**src/rtl/video_pkg.sv**
```systemverilog
// video_pkg: shared widths, config addresses and mode encoding for the pixel shifter
package video_pkg;
    localparam int COLOR_W = 6;
    localparam logic [1:0] CFG_FG = 2'd0;
    localparam logic [1:0] CFG_BG = 2'd1;
    localparam logic [1:0] CFG_MODE = 2'd2;
    typedef enum logic {MODE_COLOR = 1'b0, MODE_MONO = 1'b1} mode_t;
    function automatic logic [COLOR_W-1:0] dim_rgb(input logic [COLOR_W-1:0] c);
        return {1'b0, c[5], 1'b0, c[3], 1'b0, c[1]};
    endfunction
endpackage

```
**src/rtl/video_sync_delay.sv**
```systemverilog
// video_sync_delay: DEPTH-stage delay line for {visible, hsync, vsync}
// Ports: master_clock (rising edge), reset (async, active-low),
//        line_sigs = {visible, hsync_n, vsync_n} in, delayed_sigs out.
// Reset value {0, 1, 1}: blanked with both syncs inactive. DEPTH = 0 is a wire.
module video_sync_delay #(
    parameter int DEPTH = 1
) (
    input  logic       master_clock,
    input  logic       reset,
    input  logic [2:0] line_sigs,
    output logic [2:0] delayed_sigs
);
    if (DEPTH == 0) begin : g_bypass
        assign delayed_sigs = line_sigs;
    end else begin : g_pipe
        logic [2:0] stage [DEPTH];
        always_ff @(posedge master_clock or negedge reset) begin
            if (!reset) begin
                for (int i = 0; i < DEPTH; i++) stage[i] <= 3'b011;
            end else begin
                stage[0] <= line_sigs;
                for (int i = 1; i < DEPTH; i++) stage[i] <= stage[i-1];
            end
        end
        assign delayed_sigs = stage[DEPTH-1];
    end
endmodule

```
**src/rtl/video_pixel_shifter.sv**
```systemverilog
// video_pixel_shifter: turns RAM bytes into 6-bit RGB pixels with aligned, delayed syncs
// Ports: master_clock, reset (async, active-low), phi2, data[7:0], visible,
//        hsync_in/vsync_in (active-low), cfg_we, cfg_addr[1:0], cfg_data[5:0] in;
//        red/green/blue[1:0], hsync_out/vsync_out (active-low) out.
// Optional: define SCANLINE_DIM_EN to halve channel intensity on odd scanlines.
module video_pixel_shifter
    import video_pkg::*;
#(
    parameter int                 SYNC_DELAY = 1,
    parameter logic [COLOR_W-1:0] FG_RESET   = 6'h3F,
    parameter logic [COLOR_W-1:0] BG_RESET   = 6'h00
) (
    input  logic               master_clock,
    input  logic               reset,
    input  logic               phi2,
    input  logic [7:0]         data,
    input  logic               visible,
    input  logic               hsync_in,
    input  logic               vsync_in,
    input  logic               cfg_we,
    input  logic [1:0]         cfg_addr,
    input  logic [COLOR_W-1:0] cfg_data,
    output logic [1:0]         red,
    output logic [1:0]         green,
    output logic [1:0]         blue,
    output logic               hsync_out,
    output logic               vsync_out
);
    logic [7:0] hold_reg, pix_reg;
    logic phase, pix_bit, vis_d, mode_wr;
    logic [2:0] sync_cap, sync_dly;
    logic [COLOR_W-1:0] fg, bg, pix_rgb, rgb;
    mode_t mode, mode_pend, mode_sel;

    // phi2 low edges capture (and enter phase 1 of the previous byte); phi2 high edges load.
    always_ff @(posedge master_clock or negedge reset) begin
        if (!reset) begin
            hold_reg <= '0;
            pix_reg  <= '0;
            phase    <= 1'b0;
            sync_cap <= 3'b011;
        end else if (!phi2) begin
            hold_reg <= data;
            sync_cap <= {visible, hsync_in, vsync_in};
            phase    <= 1'b1;
        end else begin
            pix_reg  <= hold_reg;
            phase    <= 1'b0;
        end
    end

    video_sync_delay #(.DEPTH(SYNC_DELAY)) u_sync_delay (
        .master_clock (master_clock),
        .reset        (reset),
        .line_sigs    (sync_cap),
        .delayed_sigs (sync_dly)
    );

    // Mode changes are staged and only applied on a load edge so a pixel never switches mode halfway.
    assign mode_wr  = cfg_we && cfg_addr == CFG_MODE;
    assign mode_sel = mode_wr ? mode_t'(cfg_data[0]) : mode_pend;

    always_ff @(posedge master_clock or negedge reset) begin
        if (!reset) begin
            fg        <= FG_RESET;
            bg        <= BG_RESET;
            mode      <= MODE_COLOR;
            mode_pend <= MODE_COLOR;
        end else begin
            if (cfg_we && cfg_addr == CFG_FG) fg <= cfg_data;
            if (cfg_we && cfg_addr == CFG_BG) bg <= cfg_data;
            if (mode_wr) mode_pend <= mode_t'(cfg_data[0]);
            if (phi2) mode <= mode_sel;
        end
    end

    assign vis_d     = sync_dly[2];
    assign hsync_out = sync_dly[1];
    assign vsync_out = sync_dly[0];
    assign pix_bit   = phase ? pix_reg[6] : pix_reg[7];
    assign pix_rgb   = (mode == MODE_MONO) ? (pix_bit ? fg : bg) : pix_reg[5:0];

`ifdef SCANLINE_DIM_EN
    logic hs_prev, line_odd;
    always_ff @(posedge master_clock or negedge reset) begin
        if (!reset) begin
            hs_prev  <= 1'b1;
            line_odd <= 1'b0;
        end else begin
            hs_prev  <= hsync_out;
            line_odd <= !vsync_out ? 1'b0 : (hs_prev && !hsync_out) ? !line_odd : line_odd;
        end
    end
    assign rgb = !vis_d ? '0 : line_odd ? dim_rgb(pix_rgb) : pix_rgb;
`else
    assign rgb = vis_d ? pix_rgb : '0;
`endif

    assign {red, green, blue} = rgb;
endmodule

```
**config.mk**
```make
export PLATFORM = sky130hd
export DESIGN_NAME = video_pixel_shifter
export DESIGN_NICKNAME = d
export VERILOG_FILES = /design/src/rtl/video_pkg.sv /design/src/rtl/video_sync_delay.sv /design/src/rtl/video_pixel_shifter.sv
export SDC_FILE = /design/constraint.sdc
export NUM_CORES = 1
export LEC_CHECK = 0
export CAP_MARGIN = 20
export CORE_UTILIZATION = 45
export CTS_CLUSTER_DIAMETER = 50
export DETAILED_ROUTE_END_ITERATION = 7
export GPL_ROUTABILITY_DRIVEN = 0
export PLACE_DENSITY = 0.72
export SETUP_SLACK_MARGIN = 0.1
export SLEW_MARGIN = 20
export SYNTH_ARGS = -nofsm -noshare
export SYNTH_HDL_FRONTEND = slang
export SYNTH_HIERARCHICAL = 1
export SYNTH_SLANG_ARGS = --single-unit
```
**constraint.sdc**
```tcl
create_clock -name master_clock -period 2 [get_ports master_clock]
set_clock_uncertainty 0.2 [all_clocks]
set_input_delay 0.4 -clock master_clock [delete_from_list [all_inputs] [get_ports master_clock]]
set_output_delay 0.4 -clock master_clock [all_outputs]
set_load 0.02 [all_outputs]
```
# Word-level counts from Yosys, hierarchy flattened
# Cells that the tools add are included.
dict set report op_classes {
  add_sub_neg 0
  n_mul 0
  div_mod_pow 0
  order_cmp 0
  eq_ne 2
  shift 0
  n_mux 6
  bitwise 0
  reduce_logical 4
}
# cell count
set ops {}
lappend ops {{$mux W6} 3}
lappend ops {{$logic_and A1 B1 Y1} 3}
lappend ops {{$mux W1} 3}
lappend ops {{$eq A2 B1 Y1 const B} 1}
lappend ops {{$eq A2 B2 Y1 const B} 1}
lappend ops {{$logic_not A2 Y1} 1}
dict set report word_totals {
  ff_bits 37
  latch_bits 0
  ramBits 0
  rom_bits 0
  inputBits 23
  out_inout_bits 8
  wordCells 21
  memories 0
}

# Depth between registers and ports, before layout
dict set report logic_depth {
  depth_word 4
  depth_mapped 4
  mapped_depth_nobuf 3
}

# Hierarchy
# Netlist, hierarchy kept.
# mod instances cells_each area_each_um2 seq_area_each_um2
set by_module_without_submodules {}
lappend by_module_without_submodules {video_pixel_shifter 1 118 1421.4 860.8}
lappend by_module_without_submodules {video_sync_delay 1 3 77.6 77.6}

# Least setup slack after synthesis
# Ideal clock, no wire load.
dict set report synth_path {
  kind {register -> output}
  from {register phase}
  to {output blue[0]}
  t_arrival_ns 1.207
  required_ns 1.400
  path_slack_ns 0.193
  stages_incl_launch_ff 4
  path_buffers 0
  cell_sequence {dfrtp_1 > mux2i_4 > mux2i_1 > a21oi_1}
}
dict set report synth_between {
  elab_chain_len 4
}
# item line_no
set synth_lines {}
lappend synth_lines {{start: declaration} video_pixel_shifter.sv:30} ;# logic phase, pix_bit, vis_d, mode_wr;
lappend synth_lines {{start signal: assignment} video_pixel_shifter.sv:40} ;# phase <= 1'b0;
lappend synth_lines {{start signal: assignment} video_pixel_shifter.sv:45} ;# phase <= 1'b1;
lappend synth_lines {{start signal: assignment} video_pixel_shifter.sv:48} ;# phase <= 1'b0;
lappend synth_lines {{$mux W1} video_pixel_shifter.sv:80} ;# assign pix_bit = phase ? pix_reg[6] : pix_reg[7];
lappend synth_lines {{$mux W6 (2 in a row)} video_pixel_shifter.sv:81} ;# assign pix_rgb = (mode == MODE_MONO) ? (pix_bit ? fg : bg) : pix_reg[5:0];
lappend synth_lines {{$mux W6} video_pixel_shifter.sv:96} ;# assign rgb = vis_d ? pix_rgb : '0;
lappend synth_lines {{end: declaration} video_pixel_shifter.sv:25} ;# output logic [1:0] blue,
# Every way passes these cells.

# Worst setup path after layout
dict set report layout_path {
  from {register phase}
  to {output blue[1]}
}
# Same word-level chain as after synthesis.

==> impl_metrics.py <==
metrics = {
    "run_status": {
        "status": "finished, violations left",
        "violations": "negative setup slack",
    },
    "final_layout": {
        "syn2layout_area_growth_pct": 32.1,
        "final_area_sq_um": 1980,
        "layout_commonest_cell": "dfrtp_1",
        "n_antenna_cell": 0,
        "final_cell_mix": "dfrtp_1, o21ai_0, clkdlybuf4s50_1",
        "nets": 184,
        "layout-drive-gt1-share": 0.309,
    },
    "clock_network": {
        "htreeDepth": 2,
        "cts_hold_buf": 0,
        "cts_tree": "yes",
        "clkLatencyLatePin_ns": 0.34,
        "root_buffer": "clkbuf_4",
        "clk_pin_slew_ns": 0.11,
        "cts.sinks": 37,
        "cts_inserted_buffers": 5,
        "cts_max_path_buffers": 2,
    },
    "sta": {
        "fmax_ghz": 0.461,
        "rsz0062_at_grt": "yes",
        "slew_headroom": 0.703,
        "fin_ws_ns": -0.167,
        "setup_viol": 6,
        "worst_pin_slew_ns": 0.446,
        "worst_hold_slack_ns": 0.173,
        "min_period_ns": 2.17,
        "hold_viol_final": 0,
        "finalMaxSlewViolations": 0,
        "timing.final.crit_share": 1.08,
    },
    "grt": {
        "grt_first_pass_wirelength_um": 4180,
        "use_met3": 0.0671,
        "grt_overflow_total": 0,
        "use_met1": 0.196,
        "grt_busiest_layer": "met2",
        "grt_max_degree": 38,
        "grt_use_met2": 0.271,
        "grtUsageTotal": 0.163,
        "grt_pass1_vias": 977,
        "antenna_found_initial": 0,
    },
    "routing": {
        "drt_pre_antenna_iters": 4,
        "wire_per_inst_um": 11.8,
        "vias_per_cell": 4.72,
        "antenna_left": 0,
        "drc": 0,
        "vias": 972,
        "drtIter0Drc": 23,
        "wl_um": 2440,
    },
    "pwr": {
        "vdd_drop_max_mv": 0.501,
        "intPower_mw": 1.45,
        "p_clk_frac": 0.333,
        "sequentialPowerShare": 0.487,
        "sw_frac_of_total": 0.239,
        "power_frac_comb": 0.180,
        "p_leak_nw": 0.918,
        "p_per_area_nw_per_um2": 960,
        "net-switching-power_mw": 0.454,
    },
    "floorplan": {
        "die_h_um": 59.7,
        "die_w_um": 59.7,
        "start_util": 0.483,
        "num_rows": 20,
        "core_sq_um": 3100,
        "boundaryPins": 31,
        "fp.dieArea_sq_um": 3570,
    },
    "synth": {
        "synth_top_cell_area_share": 0.451,
        "ys_seq_area_frac": 0.626,
        "syn_inst": 121,
        "synth_top_cell_by_area": "dfrtp_1",
        "yosys_register_bits": 37,
        "synth_nets": 144,
        "syn_avg_cell_area_sq_um": 12.4,
        "synth_cell_type_count": 14,
        "synth.cell_area_sq_um": 1500,
        "synth.area.top_cells": "dfrtp_1, dfstp_2, mux2_2, o21ai_0, inv_1",
        "yosysWarnings": 6,
    },
    "critical_path": {
        "crit_start": "phase",
        "worstPathRequired_ns": 1.40,
        "r2r_start": "mode_pend",
        "critPathMaxFanout": 6,
        "cp.arrival_ns": 1.57,
        "crit_type": "register to primary output",
        "start_kind": "register",
        "rrSetupSlack_ns": 0.81,
        "endpoint_kind": "primary output",
    },
    "job": {
        "maxCapViolCount": 0,
    },
    "placed_design": {
        "dpl-instance-area_sq_um": 1880,
        "hpwl_um": 1760,
        "io_buffers": 30,
        "place_worst_setup_slack_ns": -0.301,
    },
    "worst_hold_path": {
        "hold_class": "register to register",
        "worstHoldStart": "sync_cap[0]",
    },
}
layout make-up:
class	instances	area [sq um]
Fill cell	275	1120
Sequential cell	37	938
Multi-Input combinational cell	63	479
Timing Repair Buffer	37	340
Clock inverter	3	65.1
Inverter	17	63.8
Tap cell	44	55.1
Clock buffer	5	37.5
per-layer routing:
metal	wire [um]	vias up	part of all wire
li1	-	484	-
met4	23	0	0.0094
met3	176	3	0.072
met1	1100	457	0.45
met5	0	-	0
met2	1130	28	0.46
worst paths after layout:
path | endpoint | cells after the start
worst max register to register | mode | 2
worst min-delay path | u_sync_delay/delayed_sigs[0] | 0
max in group asynchronous | fg[0] | 2
min in group asynchronous | pix_reg[4] | 2
worst max-delay path | blue[1] | 5
worst min register to register | u_sync_delay/delayed_sigs[0] | 0
critical path: stages (launching register included):
cell     delay (ns)
dfrtp_1        0.40
mux2i_4        0.26
buf_12         0.14
mux2i_1        0.19
a21oi_1        0.09
buf_2          0.16
logic make-up after synthesis:
family | Yosys count | share of synthesized area
multiplexers | 24 | 0.188
flip-flops | 37 | 0.626
AND/OR/NAND/NOR | 11 | 0.0384
buffers and inverters | 21 | 0.0543
AO/OA/AOI/OAI | 28 | 0.0935
cell usage after synthesis (all sizes together):
master  number
dfrtp       27
dfstp       10
nand3b       2
a21oi        6
clkbuf       2
o21ai       22
nor3b        1
mux2        17
nand2        8
buf          2
mux2i        7
inv         17
power groups by stage:
stage	registers (mW)	clock network (mW)	logic (mW)
after global routing	0.941	0.679	0.377
after CTS	0.928	0.653	0.348
after global placement	0.938	0	0.347
final	0.925	0.633	0.342
after detailed placement	0.942	0	0.354
after floorplan	0.925	0	0.198
through the flow:
step	std cells	utilization	TNS [ns]	power, mW
3_3_place_gp	197	0.606	-1.49	1.29
5_1_grt	206	0.638	-1.47	2.00
4_1_cts	206	0.638	-1.11	1.93
6_report	206	0.638	-0.918	1.90
2_1_floorplan	121	-	0	1.12
3_5_place_dp	197	0.606	-1.63	1.30
repair_timing:
action | 4_1_cts | 5_1_grt
endpoints found under the setup margin | 8 | 6
pin swaps | 3 | 0
buffers inserted | 1 | 0
gates resized for setup | 29 | 0
hold endpoints to repair | 0 | 0
cloned | 0 | 0
(Power assumes the default switching activity.)
